$ cat src/rtl/keccak_round_ctrl_pkg.sv
`default_nettype none
// ============================================================================
// Module  : keccak_round_ctrl_pkg
// Brief   : Shared FSM encoding and constants for the Keccak round controller.
// Revision: 1.0 - initial release
// ============================================================================
package keccak_round_ctrl_pkg;

    localparam int          c_NUM_ROUNDS  = 24;
    localparam logic [7:0]  c_LFSR_INIT   = 8'h01;
    localparam int          c_ROUND_IDX_W = 5;
    localparam int          c_LFSR_W      = 8;
    localparam int          c_COUNT_W     = 16;

    typedef enum logic [1:0] {
        IDLE  = 2'd0,
        ROUND = 2'd1,
        HOLD  = 2'd2
    } ctrlState_t;

    function automatic logic [c_ROUND_IDX_W-1:0] lastRoundIdx(input int numRounds);
        return c_ROUND_IDX_W'(numRounds - 1);
    endfunction

endpackage
`default_nettype wire

$ cat src/rtl/keccak_round_ctrl_if.sv
`default_nettype none
// ============================================================================
// Module  : keccak_round_ctrl_if
// Brief   : Input/output handshake and abort bundle of the round controller.
// Revision: 1.0 - initial release
// ============================================================================
interface keccak_round_ctrl_if;
    import keccak_round_ctrl_pkg::*;

    logic in_valid;
    logic in_ready;
    logic abort;
    logic out_valid;
    logic out_ready;

    modport master (
        output in_valid, abort, out_ready,
        input  in_ready, out_valid
    );

    modport slave (
        input  in_valid, abort, out_ready,
        output in_ready, out_valid
    );

endinterface
`default_nettype wire

$ cat src/rtl/keccak_round_ctrl.sv
`default_nettype none
// ============================================================================
// Module  : keccak_round_ctrl
// Brief   : Sequences the Keccak-f rounds: loads the state, steps the iota
//           LFSR and round index, and holds the result until handed off.
// Revision: 1.0 - initial release
// ============================================================================
module keccak_round_ctrl
    import keccak_round_ctrl_pkg::*;
#(
    parameter int         NUM_ROUNDS = c_NUM_ROUNDS,
    parameter logic [7:0] LFSR_INIT  = c_LFSR_INIT
) (
    input  wire logic                     clk,
    input  wire logic                     rst,
    keccak_round_ctrl_if.slave            hs,
    input  wire logic [c_LFSR_W-1:0]      lfsr_next,
    output logic      [c_LFSR_W-1:0]      lfsr_state,
    output logic                          load_sel,
    output logic                          state_en,
    output logic      [c_ROUND_IDX_W-1:0] round_idx,
    output logic      [c_COUNT_W-1:0]     perm_count
);

    localparam logic [c_ROUND_IDX_W-1:0] c_LAST_IDX = lastRoundIdx(NUM_ROUNDS);

    ctrlState_t                 r_state;
    ctrlState_t                 w_nextState;
    logic [c_ROUND_IDX_W-1:0]   r_roundIdx;
    logic [c_LFSR_W-1:0]        r_lfsrState;
    logic [c_COUNT_W-1:0]       r_permCount;
    logic                       w_lastRound;

    assign w_lastRound = (r_roundIdx == c_LAST_IDX);

    always_comb begin
        w_nextState  = r_state;
        load_sel     = 1'b0;
        state_en     = 1'b0;
        hs.in_ready  = (r_state == IDLE);
        hs.out_valid = (r_state == HOLD);

        unique case (r_state)
            IDLE: begin
                if (hs.abort) begin
                    w_nextState = IDLE;
                end else if (hs.in_valid) begin
                    load_sel    = 1'b1;
                    state_en    = 1'b1;
                    w_nextState = ROUND;
                end
            end
            ROUND: begin
                if (hs.abort) begin
                    w_nextState = IDLE;
                end else begin
                    state_en = 1'b1;
                    if (w_lastRound) begin
                        w_nextState = HOLD;
                    end
                end
            end
            HOLD: begin
                if (hs.abort || hs.out_ready) begin
                    w_nextState = IDLE;
                end
            end
            default: w_nextState = IDLE;
        endcase

        // Reset silences every handshake and write strobe regardless of state.
        if (rst) begin
            load_sel     = 1'b0;
            state_en     = 1'b0;
            hs.in_ready  = 1'b0;
            hs.out_valid = 1'b0;
        end
    end

    always_ff @(posedge clk) begin
        if (rst) begin
            r_state     <= IDLE;
            r_roundIdx  <= '0;
            r_lfsrState <= LFSR_INIT;
            r_permCount <= '0;
        end else begin
            r_state <= w_nextState;
            if (hs.abort) begin
                r_roundIdx  <= '0;
                r_lfsrState <= LFSR_INIT;
            end else begin
                unique case (r_state)
                    IDLE: begin
                        if (hs.in_valid) begin
                            r_roundIdx  <= '0;
                            r_lfsrState <= LFSR_INIT;
                        end
                    end
                    ROUND: begin
                        // Index parks on the last round so HOLD still reports it.
                        r_lfsrState <= lfsr_next;
                        if (!w_lastRound) begin
                            r_roundIdx <= r_roundIdx + 1'b1;
                        end
                    end
                    HOLD: begin
                        if (hs.out_ready) begin
                            r_permCount <= r_permCount + 1'b1;
                        end
                    end
                    default: ;
                endcase
            end
        end
    end

    assign lfsr_state = r_lfsrState;
    assign round_idx  = r_roundIdx;
    assign perm_count = r_permCount;

endmodule
`default_nettype wire

$ cat src/flat_wrapper.sv
// flat-port wrapper written by rule: the top's interface ports become plain ports
module keccak_round_ctrl_flat import keccak_round_ctrl_pkg::*;
#(
    parameter int         NUM_ROUNDS = c_NUM_ROUNDS,
    parameter logic [7:0] LFSR_INIT  = c_LFSR_INIT
)
  (clk, rst, lfsr_next, lfsr_state, load_sel, state_en, round_idx, perm_count, hs_in_valid, hs_abort, hs_out_ready, hs_in_ready, hs_out_valid);
  keccak_round_ctrl_if hs_i ();
  input  wire logic clk;
  input  wire logic rst;
  input  wire logic [c_LFSR_W-1:0] lfsr_next;
  output logic      [c_LFSR_W-1:0] lfsr_state;
  output logic load_sel;
  output logic state_en;
  output logic      [c_ROUND_IDX_W-1:0] round_idx;
  output logic      [c_COUNT_W-1:0] perm_count;
  input wire logic [$bits(hs_i.in_valid)-1:0] hs_in_valid;
  input wire logic [$bits(hs_i.abort)-1:0] hs_abort;
  input wire logic [$bits(hs_i.out_ready)-1:0] hs_out_ready;
  output wire logic [$bits(hs_i.in_ready)-1:0] hs_in_ready;
  output wire logic [$bits(hs_i.out_valid)-1:0] hs_out_valid;
  assign hs_i.in_valid = hs_in_valid;
  assign hs_i.abort = hs_abort;
  assign hs_i.out_ready = hs_out_ready;
  assign hs_in_ready = hs_i.in_ready;
  assign hs_out_valid = hs_i.out_valid;
  keccak_round_ctrl #(.NUM_ROUNDS(NUM_ROUNDS), .LFSR_INIT(LFSR_INIT)) u_core (.clk(clk), .rst(rst), .hs(hs_i), .lfsr_next(lfsr_next), .lfsr_state(lfsr_state), .load_sel(load_sel), .state_en(state_en), .round_idx(round_idx), .perm_count(perm_count));
endmodule
$ cat config.mk
export PLATFORM = sky130hd
export DESIGN_NAME = keccak_round_ctrl_flat
export DESIGN_NICKNAME = d
export VERILOG_FILES = /design/src/rtl/keccak_round_ctrl_pkg.sv /design/src/rtl/keccak_round_ctrl_if.sv /design/src/rtl/keccak_round_ctrl.sv /design/src/flat_wrapper.sv
export SDC_FILE = /design/constraint.sdc
export NUM_CORES = 1
export LEC_CHECK = 0
export BUFFER_PORTS_ARGS = -buffer_cell sky130_fd_sc_hd__clkbuf_2
export CORE_MARGIN = 5
export CORE_UTILIZATION = 44
export DETAILED_ROUTE_END_ITERATION = 7
export GPL_TIMING_DRIVEN = 0
export PLACE_DENSITY = 0.72
export SETUP_SLACK_MARGIN = 0.4
export SLEW_MARGIN = 20
export SYNTH_ARGS = -nofsm -noshare
export SYNTH_HDL_FRONTEND = slang
export SYNTH_SLANG_ARGS = --single-unit
$ cat constraint.sdc
create_clock -name clk -period 1.74 [get_ports clk]
set_clock_uncertainty 0.05 [all_clocks]
set_input_delay 0.087 -clock clk [delete_from_list [all_inputs] [get_ports clk]]
set_output_delay 0.087 -clock clk [all_outputs]
set_load 0.01 [all_outputs]
==> results of run 1 <==
[sequential cells by signal, indices dropped and copies added (netlist names)]
register and flops:
u_core.perm_count 16, u_core.lfsr_state 8, u_core.round_idx 5, u_core.r_state 2
[cell usage in the layout (no fill, tap or decap), types with 2 or more instances in the layout]
master / Yosys / routed
a21oi_2: 0 / 3
buf_2: 1 / 3
or2_4: 0 / 2
o21ai_2: 0 / 2
o21ai_0: 5 / 3
clkbuf_2: 0 / 42
buf_6: 1 / 10
clkbuf_8: 0 / 3
nand2_1: 13 / 12
nor2_1: 29 / 25
clkbuf_4: 0 / 5
nor2_4: 0 / 3
clkbuf_1: 7 / 3
dlygate4sd3_1: 0 / 9
nor3_4: 0 / 2
dfxtp_1: 31 / 17
xnor2_1: 7 / 7
xor2_1: 4 / 4
nand4_1: 3 / 3
nand4b_1: 3 / 3
a21oi_1: 8 / 5
buf_8: 0 / 4
buf_4: 0 / 4
dfxtp_2: 0 / 12
dfxtp_4: 0 / 2
or3_1: 4 / 2
a22oi_2: 0 / 10
nor4_4: 0 / 2
or3_4: 0 / 2
nand3_1: 7 / 6
[worst register-to-register path, cell delays in order (launching register included)]
cell	delay, ns
dfxtp_2	0.33
buf_6	0.11
nand4bb_4	0.22
or4_4	0.47
or3_4	0.35
a21oi_2	0.13
[stage by stage]
step / area, um2 / TNS (ns) / std cells
final: 2230 / 0 / 280
after global routing: 2230 / -0.0369 / 280
after CTS: 2120 / 0 / 278
after detailed placement: 1710 / 0 / 250
after global placement: 1710 / 0 / 250
after floorplan: 1440 / 0 / 162
[metal layers]
layer / up-vias / part of all wire / track usage / routed length, um
li1: 716 / - / - / -
met2: 37 / 0.51 / 0.347 / 2210
met1: 696 / 0.42 / 0.231 / 1840
met4: 0 / 0.029 / 0.0787 / 125
met3: 14 / 0.044 / 0.0442 / 191
met5: - / 0 / 0 / 0
[power breakdown]
part | internal, uW | switching [uW] | total (uW)
clock | 238 | 246 | 484
sequential | 711 | 3.45 | 714
combinational | 91.1 | 83.8 | 175
total | 1040 | 333 | 1370
[timing repair]
item / in CTS / in global routing
pin swaps: 19 / 15
resized for setup: 44 / 28
setup buffers: 10 / 2
endpoints found under the hold margin: 9 / 0
hold buffers: 9 / 0
setup endpoints to repair: 26 / 34
cloned: 1 / 0
[final timing paths]
check                                         start                    end  slack [ns]  depth (start not counted)
worst min-delay path                            rst  u_core.perm_count[15]        0.01                          2
worst max register to register    u_core.r_state[0]  u_core.perm_count[13]        0.02                          5
worst max-delay path              u_core.r_state[0]  u_core.perm_count[13]        0.02                          5
worst min register to register  u_core.round_idx[1]    u_core.round_idx[1]        0.44                          2
[area by class of cell]
type	count	area [um2]	area share
plain buffers	9	83.8	0.0375
well taps	44	55.1	0.0246
inverters	2	7.51	0.00336
multi-input cells	120	921	0.412
repair buffers	66	455	0.204
flip-flops and latches	31	643	0.288
clock buffers	8	68.8	0.0308
[cell families after synthesis]
kind of cell    count (synthesis)  synth area share
buf+inv                        11            0.0364
simple gates                   79             0.295
flops                          31             0.451
xor+xnor                       11            0.0700
fa+ha+maj                       2            0.0182
mux                             1           0.00818
compound gates                 27             0.122
==> flow_metrics.env, run 1 <==
export IMPL_outcome="finished clean"
export IMPL_clkSinkCount=31
export IMPL_synth_top_cells_by_area="dfxtp_1, nor2_1, a22oi_1, xnor2_1, nand2_1"
export IMPL_count_of_cell_types_in_the_netlist=34
export IMPL_post_drt_via_cell_ratio=5.23
export IMPL_maxClockFrequency_mhz=580
export IMPL_worst_setup_sp_type="register"
export IMPL_die_w_um=65.9
export IMPL_timing_hold_ws_ns=0.0102
export IMPL_routed_wl_mm=4.36
export IMPL_critical_path_end_type="register"
export IMPL_overflow=0
export IMPL_design_die_area_um2=4350
export IMPL_first_drt_iteration_drcs=80
export IMPL_dr_pass1_iters=4
export IMPL_final_critical_path_setup_slack_ns=0.0169
export IMPL_path_clk_slew_ns=0.09
export IMPL_synth_enable_flop_cells=0
export IMPL_crit_path_cell_trace="buf_6, nand4bb_4, or4_4, or3_4, a21oi_2"
export IMPL_criticalPathCategory="reg -> reg"
export IMPL_synthCells=162
export IMPL_crit_arrival_ns=1.94
export IMPL_synthesis_area_um2=1380
export IMPL_antenna_found_initial=0
export IMPL_setup_violations=0
export IMPL_power_density_cell_area_nw_per_um2=614
export IMPL_ios=46
export IMPL_cts_max_level=2
export IMPL_finalWorstPathRequiredPeriod_ns=1.72
export IMPL_worstSkewPairLatency_ns=0.34
export IMPL_cp_buffers_inverters=1
export IMPL_timing_critical_path_slowest_stage_cell="or4_4"
export IMPL_yosysSeqAreaShare=0.451
export IMPL_post_route_drc_count=0
export IMPL_clock_path_buffers=2
export IMPL_critical_path_required_ns=1.96
export IMPL_cts_tree="built"
export IMPL_gp_congestion=0.841
export IMPL_slew_limit_headroom=0.684
export IMPL_power_uw=1370
export IMPL_power_leakage_uw=0.000914
export IMPL_finalCritPeriodShare=0.990
export IMPL_postSynthAreaPerCell_um2=8.50
export IMPL_post_synth_top_count_cell="dfxtp_1"
export IMPL_net_count_after_synthesis=177
export IMPL_detail_route_wl_per_cell_um=15.6
export IMPL_fin_nets=250
export IMPL_cts_root_buf="clkbuf_4"
export IMPL_n_fill_cell=197
export IMPL_placeableCoreArea_um2=3030
export IMPL_detailedPlacementHpwl_mm=2.43
export IMPL_port_buffers=44
export IMPL_cp_top_family="simple AND/OR/NAND/NOR gates"
export IMPL_dominantRegCellSynth="dfxtp_1"
export IMPL_vdd_drop_max_mv=0.473
export IMPL_worstHoldPathType="in -> reg"
export IMPL_yosys_top_cells_count="dfxtp_1, nor2_1, nand2_1, a22oi_1, a21oi_1"
export IMPL_syn2layout_area_growth_pct=62.4
export IMPL_synth_ff_latch_count=31
export IMPL_total_number_of_yosys_warnings=0
export IMPL_placement_rows=20
export IMPL_timing_final_max_slew_violations=0
export IMPL_ys_async_sr_fraction=0
export IMPL_synth_largest_area_cell="dfxtp_1"
export IMPL_slowest_delay_ns=0.47
export IMPL_pin_count_of_the_biggest_net_entering_global_routing=11
export IMPL_starting_density=0.455
export IMPL_worst_path_max_fanout=5
export IMPL_number_of_global_route_vias_before_repair=1416
export IMPL_cts_buffers=5
export IMPL_timing_final_hold_violations=0
export IMPL_die_y_um=65.9
export IMPL_maxCapViolCount=0
export IMPL_max_slew_worst_pin_slew_ns=0.472
export IMPL_grtUsageTotal=0.198
export IMPL_grt_setup_unrepaired="yes"
export IMPL_dr_total_vias=1463
export IMPL_layout_core_utilization=0.738
export IMPL_grt_pass1_wl_mm=6.58
export IMPL_drive_gt1_frac=0.525
export IMPL_insertedDiodeCount=0
export IMPL_preCtsSetupSlack_ns=0.0406
export IMPL_postRouteAntennaNets=0
export IMPL_yosys_area_top_type_share=0.451
Power figures use the tool's default switching activity.
==> inputs of run 2 (changes only) <==
Settings changed: ABC_AREA set to 1, CORE_UTILIZATION 44 to 46, PLACE_DENSITY 0.72 to 0.73.
==> run 2 against run 1 <==
  * Critical path depth shrank 1
  * Utilization fell by 7.4 points
  * Cell count is 29% higher
  * First-iteration DRC count is 34% higher
  * Flip-flop and latch count unchanged
  * Sequential share of layout area up 0.46 points
  * Critical endpoint is now load_sel
==> flow_metrics.env, run 2 <==
export IMPL_timing_final_max_slew_violations=0
export IMPL_antenna_found_initial=0
export IMPL_synthesis_area_um2=1600
export IMPL_postRouteAntennaNets=0
export IMPL_ff2ff_setup_slack_ns=0.40
export IMPL_timing_rr_start="u_core.r_state[1]"
export IMPL_placement_rows=21
export IMPL_synth_largest_area_cell="dfxtp_1"
export IMPL_crit_path_cell_trace="nor2_2, nand2_1, nor2_1, buf_2"
export IMPL_ff2ff_path_depth=7
export IMPL_drive_gt1_frac=0.350
export IMPL_worstHoldPathType="in -> reg"
export IMPL_max_slew_worst_pin_slew_ns=0.429
export IMPL_cts_max_level=2
export IMPL_clock_path_buffers=2
export IMPL_net_count_after_synthesis=259
export IMPL_number_of_global_route_vias_before_repair=1616
export IMPL_timing_critical_path_slowest_stage_cell="dfxtp_4"
export IMPL_maxClockFrequency_mhz=734
export IMPL_path_clk_slew_ns=0.11
export IMPL_starting_density=0.476
export IMPL_placeableCoreArea_um2=3360
export IMPL_gp_congestion=0.849
export IMPL_grt_pass1_wl_mm=7.02
export IMPL_power_density_cell_area_nw_per_um2=654
export IMPL_finalCritPeriodShare=0.783
export IMPL_largest_register_ffs=16
export IMPL_power_leakage_uw=0.00105
export IMPL_cp_buffers_inverters=1
export IMPL_die_y_um=69.0
export IMPL_worstHoldPathCells=4
export IMPL_timing_final_hold_violations=0
export IMPL_synth_enable_flop_cells=0
export IMPL_count_of_cell_types_in_the_netlist=25
export IMPL_vdd_drop_max_mv=0.438
export IMPL_synth_ff_latch_count=31
export IMPL_design_die_area_um2=4760
export IMPL_finalWorstPathRequiredPeriod_ns=1.36
export IMPL_power_uw=1460
export IMPL_synth_top_cells_by_area="dfxtp_1, nand2_1, nor2_1, inv_1, a21oi_1"
export IMPL_cp_top_family="simple AND/OR/NAND/NOR gates"
export IMPL_slew_limit_headroom=0.714
export IMPL_grtUsageTotal=0.176
export IMPL_die_w_um=69.0
export IMPL_postPlaceCellArea_um2=1880
export IMPL_total_number_of_yosys_warnings=0
export IMPL_crit_arrival_ns=1.23
export IMPL_detail_route_wl_per_cell_um=11.5
export IMPL_cts_root_buf="clkbuf_4"
export IMPL_port_buffers=44
export IMPL_synthCells=244
export IMPL_critical_path_end_type="primary output"
export IMPL_cts_tree="built"
export IMPL_worst_path_max_fanout=4
export IMPL_critical_path_required_ns=1.60
export IMPL_overflow=0
export IMPL_insertedDiodeCount=0
export IMPL_yosys_top_cells_count="nand2_1, nor2_1, dfxtp_1, inv_1, a21oi_1"
export IMPL_clkSinkCount=31
export IMPL_mostFrequentLayoutCell="nand2_1"
export IMPL_first_drt_iteration_drcs=107
export IMPL_grt_setup_unrepaired="yes"
export IMPL_yosys_area_top_type_share=0.388
export IMPL_dr_total_vias=1742
export IMPL_worstHoldStart="hs_abort"
export IMPL_cts_buffers=5
export IMPL_yosysSeqAreaShare=0.387
export IMPL_ys_async_sr_fraction=0
export IMPL_worst_setup_sp_type="register"
export IMPL_post_synth_top_count_cell="nand2_1"
export IMPL_dominantRegCellSynth="dfxtp_1"
export IMPL_maxCapViolCount=0
export IMPL_postSynthAreaPerCell_um2=6.56
export IMPL_outcome="finished clean"
export IMPL_worstSkewPairLatency_ns=0.33
export IMPL_fin_nets=328
export IMPL_slowest_delay_ns=0.37
export IMPL_most_common_layout_cells="nand2_1, nor2_1, clkbuf_2"
export IMPL_criticalPathCategory="reg -> out"
export IMPL_setup_tns_after_final_layout_ns=0
export IMPL_post_route_drc_count=0
export IMPL_rr_endpoint="u_core.perm_count[9]"
export IMPL_postLayoutCellArea_um2=2230
export IMPL_hold_path_end="u_core.round_idx[3]"
export IMPL_routed_wl_mm=4.15
export IMPL_syn2layout_area_growth_pct=39.5
export IMPL_pin_count_of_the_biggest_net_entering_global_routing=11
export IMPL_timing_hold_ws_ns=0.0525
export IMPL_post_drt_via_cell_ratio=4.84
export IMPL_dr_pass1_iters=5
export IMPL_ios=46
export IMPL_setup_violations=0
export IMPL_detailedPlacementHpwl_mm=2.85
==> run 2: cell count changes in the layout (fill, tap and decap cells not counted), moves of 6 or more <==
cell / previous run / this run
nand2_1: 12 / 61
inv_1: 1 / 25
nor2_1: 25 / 45
a21oi_1: 5 / 15
a22oi_2: 10 / 0
buf_6: 10 / 0
xnor2_1: 7 / 0
buf_4: 4 / 10
==> run 2: tightest hold or removal path, stage by stage <==
cell and delay (ns):
clkbuf_2 0.14, nor2_2 0.08, nand2_1 0.07, nor2_1 0.03
==> run 2: power breakdown <==
part / internal [uW] / switching (uW)
combinational: 61.8 / 84.2
sequential: 710 / 10.0
clock: 339 / 256
total: 1110 / 350
==> run 2: worst max path at each step <==
stage | slack (ns) | startpoint | endpoint | cells after the start
6_report | 0.38 | u_core.r_state[1] | load_sel | 4
5_1_grt | 0.29 | u_core.r_state[1] | u_core.perm_count[11] | 9
4_1_cts | 0.39 | u_core.r_state[0] | state_en | 5
3_5_place_dp | 0.34 | u_core.round_idx[0] | u_core.round_idx[4] | 8
3_3_place_gp | 0.33 | u_core.round_idx[0] | u_core.round_idx[4] | 8
2_1_floorplan | 0.43 | u_core.round_idx[0] | u_core.round_idx[4] | 8
==> run 2: repair_timing <==
item	CTS	global route
setup buffers	2	7
hold endpoints to repair	9	0
hold buffers	9	0
gates resized for setup	13	31
pin swaps	3	9
endpoints found under the setup margin	12	20
==> run 2: logic make-up (layout without fill, tap and decap cells) <==
family	Yosys count	in the layout	synth area share
buffers and inverters	33	103	0.0812
adders and majority gates	2	2	0.0156
AOI/OAI and AO/OA	27	27	0.0891
DFF	31	31	0.388
and+or+nand+nor	150	150	0.421
xor gates and xnor gates	1	1	0.00547
==> run 2: area by class of cell <==
type / instances / area [um2]
plain buffers: 4 / 21.3
clock buffers: 6 / 51.3
clock inverters: 2 / 35.0
fillers: 320 / 1130
inverters: 29 / 111
multi-input cells: 180 / 926
flip-flops and latches: 31 / 653
well taps: 46 / 57.6
repair buffers: 62 / 378
==> run 2: layer usage <==
layer  GRT usage  wire [um]
met1       0.210       1750
met2       0.288       2090
met3      0.0640        262
met4      0.0651         42
met5           0          0
==> run 2: through the flow <==
step                cells  setup WS, ns  utilization
floorplan             244         0.432            -
detailed placement    334         0.339        0.560
finish                360         0.378        0.664
global route          360         0.287        0.664
global placement      334         0.333        0.560
CTS                   353         0.385        0.627
==> inputs of run 3 (changes only) <==
Clock period 1.74 ns to 1.2 ns, I/O delays scaled along.
==> run 3 against run 2 <==
  * The run now ends with setup timing left
  * Sequential power increased by 42%
  * Sequential share of layout area decreased by 1.9 points
  * Combinational power rose by 71%
  * Non-clock buffer count rose by 16
  * Largest cell class unchanged
  * First-iteration DRC count grew 29%
  * Die area stayed put
==> flow_metrics.env, run 3 (synthesized netlist as in run 2, its figures left out) <==
export IMPL_outcome="finished, violations left"
export IMPL_violations="setup timing"
export IMPL_drive_gt1_frac=0.461
export IMPL_post_route_drc_count=0
export IMPL_worst_path_max_fanout=7
export IMPL_critical_path_required_ns=1.41
export IMPL_timing_final_hold_violations=0
export IMPL_postLayoutCellArea_um2=2590
export IMPL_design_die_area_um2=4760
export IMPL_finalCritPeriodShare=1.21
export IMPL_worstHoldPathType="in -> reg"
export IMPL_overflow=0
export IMPL_cts_max_level=2
export IMPL_crit_arrival_ns=1.66
export IMPL_dr_total_vias=1910
export IMPL_cts_buffers=5
export IMPL_die_w_um=69.0
export IMPL_worst_setup_sp_type="register"
export IMPL_slew_limit_headroom=0.738
export IMPL_postRouteAntennaNets=0
export IMPL_routed_wl_mm=4.79
export IMPL_mostFrequentLayoutCell="nand2_1"
export IMPL_critical_path_top_cell_by_count="nand2_1"
export IMPL_power_density_cell_area_nw_per_um2=721
export IMPL_dr_pass1_iters=4
export IMPL_ios=46
export IMPL_setup_violations=23
export IMPL_path_clk_slew_ns=0.10
export IMPL_cts_root_buf="clkbuf_4"
export IMPL_timing_final_max_slew_violations=0
export IMPL_postPlaceCellArea_um2=2000
export IMPL_slowest_delay_ns=0.40
export IMPL_gp_congestion=0.884
export IMPL_critical_path_end_type="register"
export IMPL_detailedPlacementHpwl_mm=2.95
export IMPL_grt_pass1_wl_mm=7.55
export IMPL_placement_rows=21
export IMPL_placeableCoreArea_um2=3360
export IMPL_antenna_found_initial=0
export IMPL_power_leakage_uw=0.00117
export IMPL_worstSkewPairLatency_ns=0.34
export IMPL_detail_route_wl_per_cell_um=12.7
export IMPL_maxCapViolCount=0
export IMPL_insertedDiodeCount=0
export IMPL_cts_tree="built"
export IMPL_starting_density=0.476
export IMPL_grt_setup_unrepaired="yes"
export IMPL_grtUsageTotal=0.188
export IMPL_clock_path_buffers=2
export IMPL_most_common_layout_cells="nand2_1, nor2_1, buf_6"
export IMPL_finalWorstPathRequiredPeriod_ns=1.45
export IMPL_timing_critical_path_slowest_stage_cell="dfxtp_4"
export IMPL_port_buffers=44
export IMPL_largest_register_ffs=16
export IMPL_setup_tns_after_final_layout_ns=-1.90
export IMPL_die_y_um=69.0
export IMPL_layout_core_utilization=0.769
export IMPL_clkSinkCount=31
export IMPL_final_critical_path_setup_slack_ns=-0.251
export IMPL_syn2layout_area_growth_pct=61.5
export IMPL_maxClockFrequency_mhz=689
export IMPL_post_drt_via_cell_ratio=5.08
export IMPL_crit_path_cell_trace="inv_6, nor2_4, nand2_4, nor2_8, buf_4, nand2_2, nand2_1, nand2_1, nor2_1"
export IMPL_max_slew_worst_pin_slew_ns=0.393
export IMPL_criticalPathCategory="reg -> reg"
export IMPL_number_of_global_route_vias_before_repair=1750
export IMPL_first_drt_iteration_drcs=138
export IMPL_vdd_drop_max_mv=0.642
export IMPL_pin_count_of_the_biggest_net_entering_global_routing=11
export IMPL_fin_nets=344
-- run 3: final timing paths --
path	to	slack (ns)	cells past startpoint	start
worst min register to register	u_core.lfsr_state[6]	0.42	2	u_core.lfsr_state[6]
worst max-delay path	u_core.perm_count[7]	-0.25	9	u_core.r_state[1]
worst min-delay path	u_core.round_idx[4]	0.02	4	hs_abort
worst max register to register	u_core.perm_count[7]	-0.25	9	u_core.r_state[1]
-- run 3: timing repair --
item | 4_1_cts | 5_1_grt
hold buffers | 9 | 0
resized for setup | 34 | 70
endpoints found under the hold margin | 9 | 0
pin swaps | 8 | 13
buffers inserted | 12 | 12
setup endpoints to repair | 64 | 64
gates cloned | 1 | 0
-- run 3: layer usage --
layer  vias to the layer above  share of wire  track usage
met5                         -              0            0
met4                         0          0.014       0.0651
met3                        12          0.073       0.0625
met2                        79           0.50        0.305
met1                       873           0.41        0.231
li1                        946              -            -
-- run 3: layout make-up --
type | count | area [um2]
Buffer | 4 | 25.0
Clock buffer | 5 | 37.5
Clock inverter | 3 | 15.0
Fill cell | 251 | 777
Inverter | 29 | 119
Multi-Input combinational cell | 180 | 978
Sequential cell | 31 | 707
Tap cell | 46 | 57.6
Timing Repair Buffer | 78 | 647
-- run 3: stage by stage --
stage	instances	setup slack (ns)	hold WS [ns]	total power [uW]
2_1_floorplan	244	0.0192	0.142	1180
3_3_place_gp	334	-0.0903	0.230	1240
3_5_place_dp	334	-0.110	0.243	1240
4_1_cts	364	-0.124	0.0111	1870
5_1_grt	376	-0.327	0.0399	1960
6_report	376	-0.251	0.0225	1860
-- run 3: worst max-delay path: cells and delay by family (launching register included) --
kind / cells / cell delay, ns
flip-flops: 1 / 0.40
AND/OR/NAND/NOR: 7 / 0.73
buffers and inverters: 2 / 0.18
-- run 3: power by group --
| group | switching (uW) | internal [uW] |
|---|---|---|
| sequential | 15.1 | 1000 |
| combinational | 136 | 114 |
| clock | 377 | 218 |
| total | 528 | 1340 |
